`src/rtl/if_fetch_stage.sv`:
```
// Instruction fetch stage: owns the PC, drives a single-outstanding imem port,
// and holds the IF/ID register with a 1-entry skid buffer for ID stalls.
module if_fetch_stage #(
  parameter logic [31:0] RESET_PC  = 32'h0000_0000,
  parameter logic [31:0] NOP_INSTR = 32'h0000_0000
) (
  input  logic        clk,
  input  logic        rst_n,
  input  logic        stall_id,
  input  logic        redirect_valid,
  input  logic [31:0] redirect_pc,
  input  logic        ifid_flush,
  output logic        imem_req,
  output logic [31:0] imem_addr,
  input  logic        imem_gnt,
  input  logic        imem_rvalid,
  input  logic [31:0] imem_rdata,
  output logic [31:0] instr_id,
  output logic [31:0] pc4_id,
  output logic        valid_id
);

  typedef enum logic [1:0] {
    S_REQ,
    S_WAIT,
    S_HOLD,
    S_DROP
  } state_t;

  state_t      state, state_n;
  logic [31:0] pc, pc_n;
  logic [31:0] fpc, fpc_n;
  logic [31:0] skid_instr, skid_pc4;
  logic        skid_load;
  logic        ld_v;
  logic [31:0] ld_instr, ld_pc4;
  logic        can_accept;
  logic [31:0] redir_pc;
  logic [31:0] fpc4;

  assign can_accept = !(stall_id && valid_id);
  assign redir_pc   = {redirect_pc[31:2], 2'b00};
  assign fpc4       = fpc + 32'd4;
  assign imem_req   = rst_n && (state == S_REQ);
  assign imem_addr  = pc;

  always_comb begin
    state_n   = state;
    pc_n      = pc;
    fpc_n     = fpc;
    skid_load = 1'b0;
    ld_v      = 1'b0;
    ld_instr  = imem_rdata;
    ld_pc4    = fpc4;
    unique case (state)
      S_REQ: begin
        if (redirect_valid) begin
          pc_n    = redir_pc;
          state_n = imem_gnt ? S_DROP : S_REQ;
        end else if (imem_gnt) begin
          fpc_n   = pc;
          pc_n    = pc + 32'd4;
          state_n = S_WAIT;
        end
      end
      S_WAIT: begin
        if (redirect_valid) begin
          pc_n    = redir_pc;
          state_n = imem_rvalid ? S_REQ : S_DROP;
        end else if (imem_rvalid) begin
          if (can_accept) begin
            ld_v    = 1'b1;
            state_n = S_REQ;
          end else begin
            skid_load = 1'b1;
            state_n   = S_HOLD;
          end
        end
      end
      S_HOLD: begin
        if (redirect_valid) begin
          pc_n    = redir_pc;
          state_n = S_REQ;
        end else if (can_accept) begin
          ld_v     = 1'b1;
          ld_instr = skid_instr;
          ld_pc4   = skid_pc4;
          state_n  = S_REQ;
        end
      end
      S_DROP: begin
        if (redirect_valid) pc_n = redir_pc;
        if (imem_rvalid) state_n = S_REQ;
      end
      default: state_n = S_REQ;
    endcase
  end

  always_ff @(posedge clk) begin
    if (!rst_n) begin
      state      <= S_REQ;
      pc         <= RESET_PC;
      fpc        <= 32'h0;
      skid_instr <= NOP_INSTR;
      skid_pc4   <= 32'h0;
    end else begin
      state <= state_n;
      pc    <= pc_n;
      fpc   <= fpc_n;
      if (skid_load) begin
        skid_instr <= imem_rdata;
        skid_pc4   <= fpc4;
      end
    end
  end

  // Flush beats stall; stall beats load; no load means a bubble.
  always_ff @(posedge clk) begin
    if (!rst_n) begin
      valid_id <= 1'b0;
      instr_id <= NOP_INSTR;
      pc4_id   <= 32'h0;
    end else if (ifid_flush) begin
      valid_id <= 1'b0;
      instr_id <= NOP_INSTR;
    end else if (stall_id && valid_id) begin
      valid_id <= valid_id;
    end else if (ld_v) begin
      valid_id <= 1'b1;
      instr_id <= ld_instr;
      pc4_id   <= ld_pc4;
    end else begin
      valid_id <= 1'b0;
      instr_id <= NOP_INSTR;
    end
  end

endmodule

```
`config.mk`:
```
export PLATFORM = sky130hd
export DESIGN_NAME = if_fetch_stage
export DESIGN_NICKNAME = d
export VERILOG_FILES = /design/src/rtl/if_fetch_stage.sv
export SDC_FILE = /design/constraint.sdc
export NUM_CORES = 1
export LEC_CHECK = 0
export ABC_CLOCK_PERIOD_IN_PS = 2400
export CAP_MARGIN = 20
export CORE_MARGIN = 1
export CORE_UTILIZATION = 54
export CTS_BUF_LIST = sky130_fd_sc_hd__clkbuf_4
export DETAILED_ROUTE_END_ITERATION = 10
export PLACE_DENSITY_LB_ADDON = 0.25
export SLEW_MARGIN = 0
export SYNTH_ARGS = -nofsm -noshare
export SYNTH_HDL_FRONTEND = slang
export SYNTH_SLANG_ARGS = --single-unit
```
`constraint.sdc`:
```
create_clock -name clk -period 2.4 [get_ports clk]
set_input_delay 0.36 -clock clk [delete_from_list [all_inputs] [get_ports clk]]
set_output_delay 0.36 -clock clk [all_outputs]
set_load 0.02 [all_outputs]
```
==> impl_metrics.env <==
export IMPL_syn_avg_cell_area_sq_um=7.66
export IMPL_ys_warn_count=0
export IMPL_r2r_end="pc4_id[20]"
export IMPL_setup_viol=0
export IMPL_peakVddDrop_uv=397
export IMPL_start_util=0.555
export IMPL_yosysMostFrequentCell="nand2_1"
export IMPL_finalNetCount=1333
export IMPL_async_reset_ff_frac=0
export IMPL_final_layout_size_suffix_gt1_frac=0.0907
export IMPL_p_clk_frac=0.319
export IMPL_synthesis_instances=1100
export IMPL_postRouteAntennaNets=0
export IMPL_die_x_um=127
export IMPL_p_switching_mw=1.76
export IMPL_intPower_mw=4.59
export IMPL_powerDensity_mw_per_mm2=584
export IMPL_dp_hpwl_mm=15.7
export IMPL_worstPathMaxFanout=29
export IMPL_hold_viol_final=0
export IMPL_required_ns=2.85
export IMPL_worstMarginPinSlew_ns=0.981
export IMPL_antenna_found_initial=0
export IMPL_rr_worst_depth=8
export IMPL_worstHoldStart="rst_n"
export IMPL_grt_setup_unrepaired="no"
export IMPL_p_seq_frac=0.517
export IMPL_yosysTopAreaCell="dfxtp_1"
export IMPL_ys_types=56
export IMPL_ios=169
export IMPL_rows=45
export IMPL_drc=0
export IMPL_clock_root_buffer="clkbuf_4"
export IMPL_r2r_setup_slack_ns=0.17
export IMPL_syn_area_sq_mm=0.00843
export IMPL_fp_dieH_um=127
export IMPL_diodes=0
export IMPL_synth_edf_count=0
export IMPL_ys_seq_area_frac=0.444
export IMPL_min_period_ns=2.23
export IMPL_startpoint_type="register"
export IMPL_maxCapViolations=0
export IMPL_hold_depth=2
export IMPL_post_cts_buffers=0
export IMPL_grt_overflow=0
export IMPL_io_buffers=162
export IMPL_dp_worst_setup_slack_ns=-0.0510
export IMPL_cts_sinks=187
export IMPL_synth_ff_type="dfxtp_1"
export IMPL_hold_class="input pin to register"
export IMPL_swShare=0.277
export IMPL_synth_top_area_share=0.444
export IMPL_wire_per_inst_um=15.5
export IMPL_fin_worst_skew_ns=0.0131
export IMPL_n_fill_cell=1188
export IMPL_gp_congestion=0.888
export IMPL_fin_crit_sh=0.930
export IMPL_viasPerCell=5.84
export IMPL_maxSlewViolCount=0
export IMPL_postCtsHoldBufs=0
export IMPL_power_mw=6.35
export IMPL_grt_pass1_wl_mm=37.0
export IMPL_vias=8505
export IMPL_final_setup_worst_slack_ns=0.168
export IMPL_syn_to_final_growth_pct=29.0
export IMPL_outcome="finished clean"
export IMPL_pwr_share_comb=0.164
export IMPL_place_area_sq_mm=0.0105
export IMPL_cp_arrival_ns=2.68
export IMPL_htreeDepth=4
export IMPL_synth_area_leaders="dfxtp_1 (44%), nand2_1 (10%), a21oi_1 (10%)"
export IMPL_critical_path_class="register to register"
export IMPL_ys_ff_latch=187
export IMPL_cts_buffers=17
export IMPL_drt_iter0_drc=744
export IMPL_max_freq_mhz=448
export IMPL_fin_area_sq_mm=0.0109
export IMPL_clkTransAtPathRegs_ns=0.14
export IMPL_core_area_sq_mm=0.0152
export IMPL_cts_tree="yes"
export IMPL_insertion_delay_ns=0.59
export IMPL_cts_buffer_depth=2
export IMPL_grt_use_total=0.282
export IMPL_relSlewSlack=0.346
export IMPL_grt_max_degree=70
export IMPL_drt_pass1_iter_count=5
export IMPL_crit_path_end_kind="register"
export IMPL_yosys_top_cells_count="nand2_1 (229), dfxtp_1 (187), a21oi_1 (170)"
export IMPL_min_to="state[1]"
export IMPL_grt_pass1_vias=7624
export IMPL_cts_resized=1
export IMPL_r2r_start="state[0]"
export IMPL_p_leak_nw=3.72
export IMPL_dieArea_sq_mm=0.0161
export IMPL_postRouteWirelength_mm=22.5
logic make-up (layout without fill, tap and decap cells):
group	count (synthesis)	count (layout)	synth area share
other cells	1	4	0.000445
simple gates	455	455	0.239
compound gates	313	313	0.224
flops	187	187	0.444
mux	1	1	0.00119
buf+inv	105	270	0.0491
xor+xnor	31	31	0.0322
fa+ha+maj	7	7	0.0104
cell type report:
class                   count  area [sq um]  share of cell area
well taps                 188           235              0.0216
inverters                  15          56.3             0.00518
flip-flops and latches    187          3750               0.344
clock inverters            14           218              0.0200
clock buffers              18           135              0.0124
repair buffers            223          2190               0.201
multi-input cells         811          4300               0.396
through the flow:
stage / utilization / hold WS, ns / TNS, ns / instances
finish: 0.716 / 0.150 / 0 / 1456
global route: 0.716 / 0.120 / 0 / 1456
CTS: 0.715 / 0.131 / 0 / 1456
detailed placement: 0.692 / 0.447 / -0.138 / 1424
global placement: 0.692 / 0.442 / 0 / 1424
floorplan: - / 0.437 / 0 / 1103
flip-flops by register name, indices dropped and copies added (netlist names):
register,count
skid_pc4,30
valid_id,1
instr_id,32
pc4_id,30
fpc,30
imem_addr,30
skid_instr,32
state,2
how the worst max path moves through the flow:
stage,slack (ns),startpoint,to
after floorplan,0.23,imem_addr[2],imem_addr[14]
after global placement,0.03,stall_id,pc4_id[7]
after detailed placement,-0.05,redirect_valid,pc4_id[20]
after CTS,0.1,state[0],pc4_id[7]
after global routing,0.02,state[0],pc4_id[19]
final,0.17,state[0],pc4_id[20]
metal layers:
layer	vias up	part of all wire	track usage
li1	4170	-	-
met1	3943	0.47	0.394
met2	361	0.46	0.448
met3	31	0.063	0.0536
met4	0	0.014	0.0735
met5	-	0	0
power groups by stage:
stage | sequential [mW] | clock (mW) | combinational (mW)
after global routing | 3.30 | 2.19 | 1.13
after CTS | 3.28 | 2.05 | 1.04
after detailed placement | 3.35 | 0 | 1.03
after floorplan | 3.42 | 0 | 0.464
final | 3.28 | 2.03 | 1.04
after global placement | 3.35 | 0 | 1.02
placed cells by master, fill, tap and decap left out, types with 6 or more instances in the layout:
cell type and n:
a21oi_1 170, o221ai_1 13, buf_12 9, inv_1 14, buf_4 52, and3_1 6, nor2_1 90, o21ai_0 47
nor4_1 8, dfxtp_1 185, xor2_1 8, nand4_1 12, a311oi_1 12, and2_1 6, xnor2_1 23, clkbuf_4 18
a211oi_1 25, clkdlybuf4s50_1 160, nand2_1 229, or3_1 10, nand3_1 48, nor3_1 20, a31oi_1 7, ha_1 7
worst max-delay path: stages (launching register included):
cell      delay, ns
dfxtp_2        0.38
inv_1          0.08
ha_1           0.29
nand2b_1       0.07
or4_1          0.50
buf_4          0.26
or3_1          0.34
o21ai_0        0.10
a311oi_1       0.08
Power figures use the tool's default switching activity.
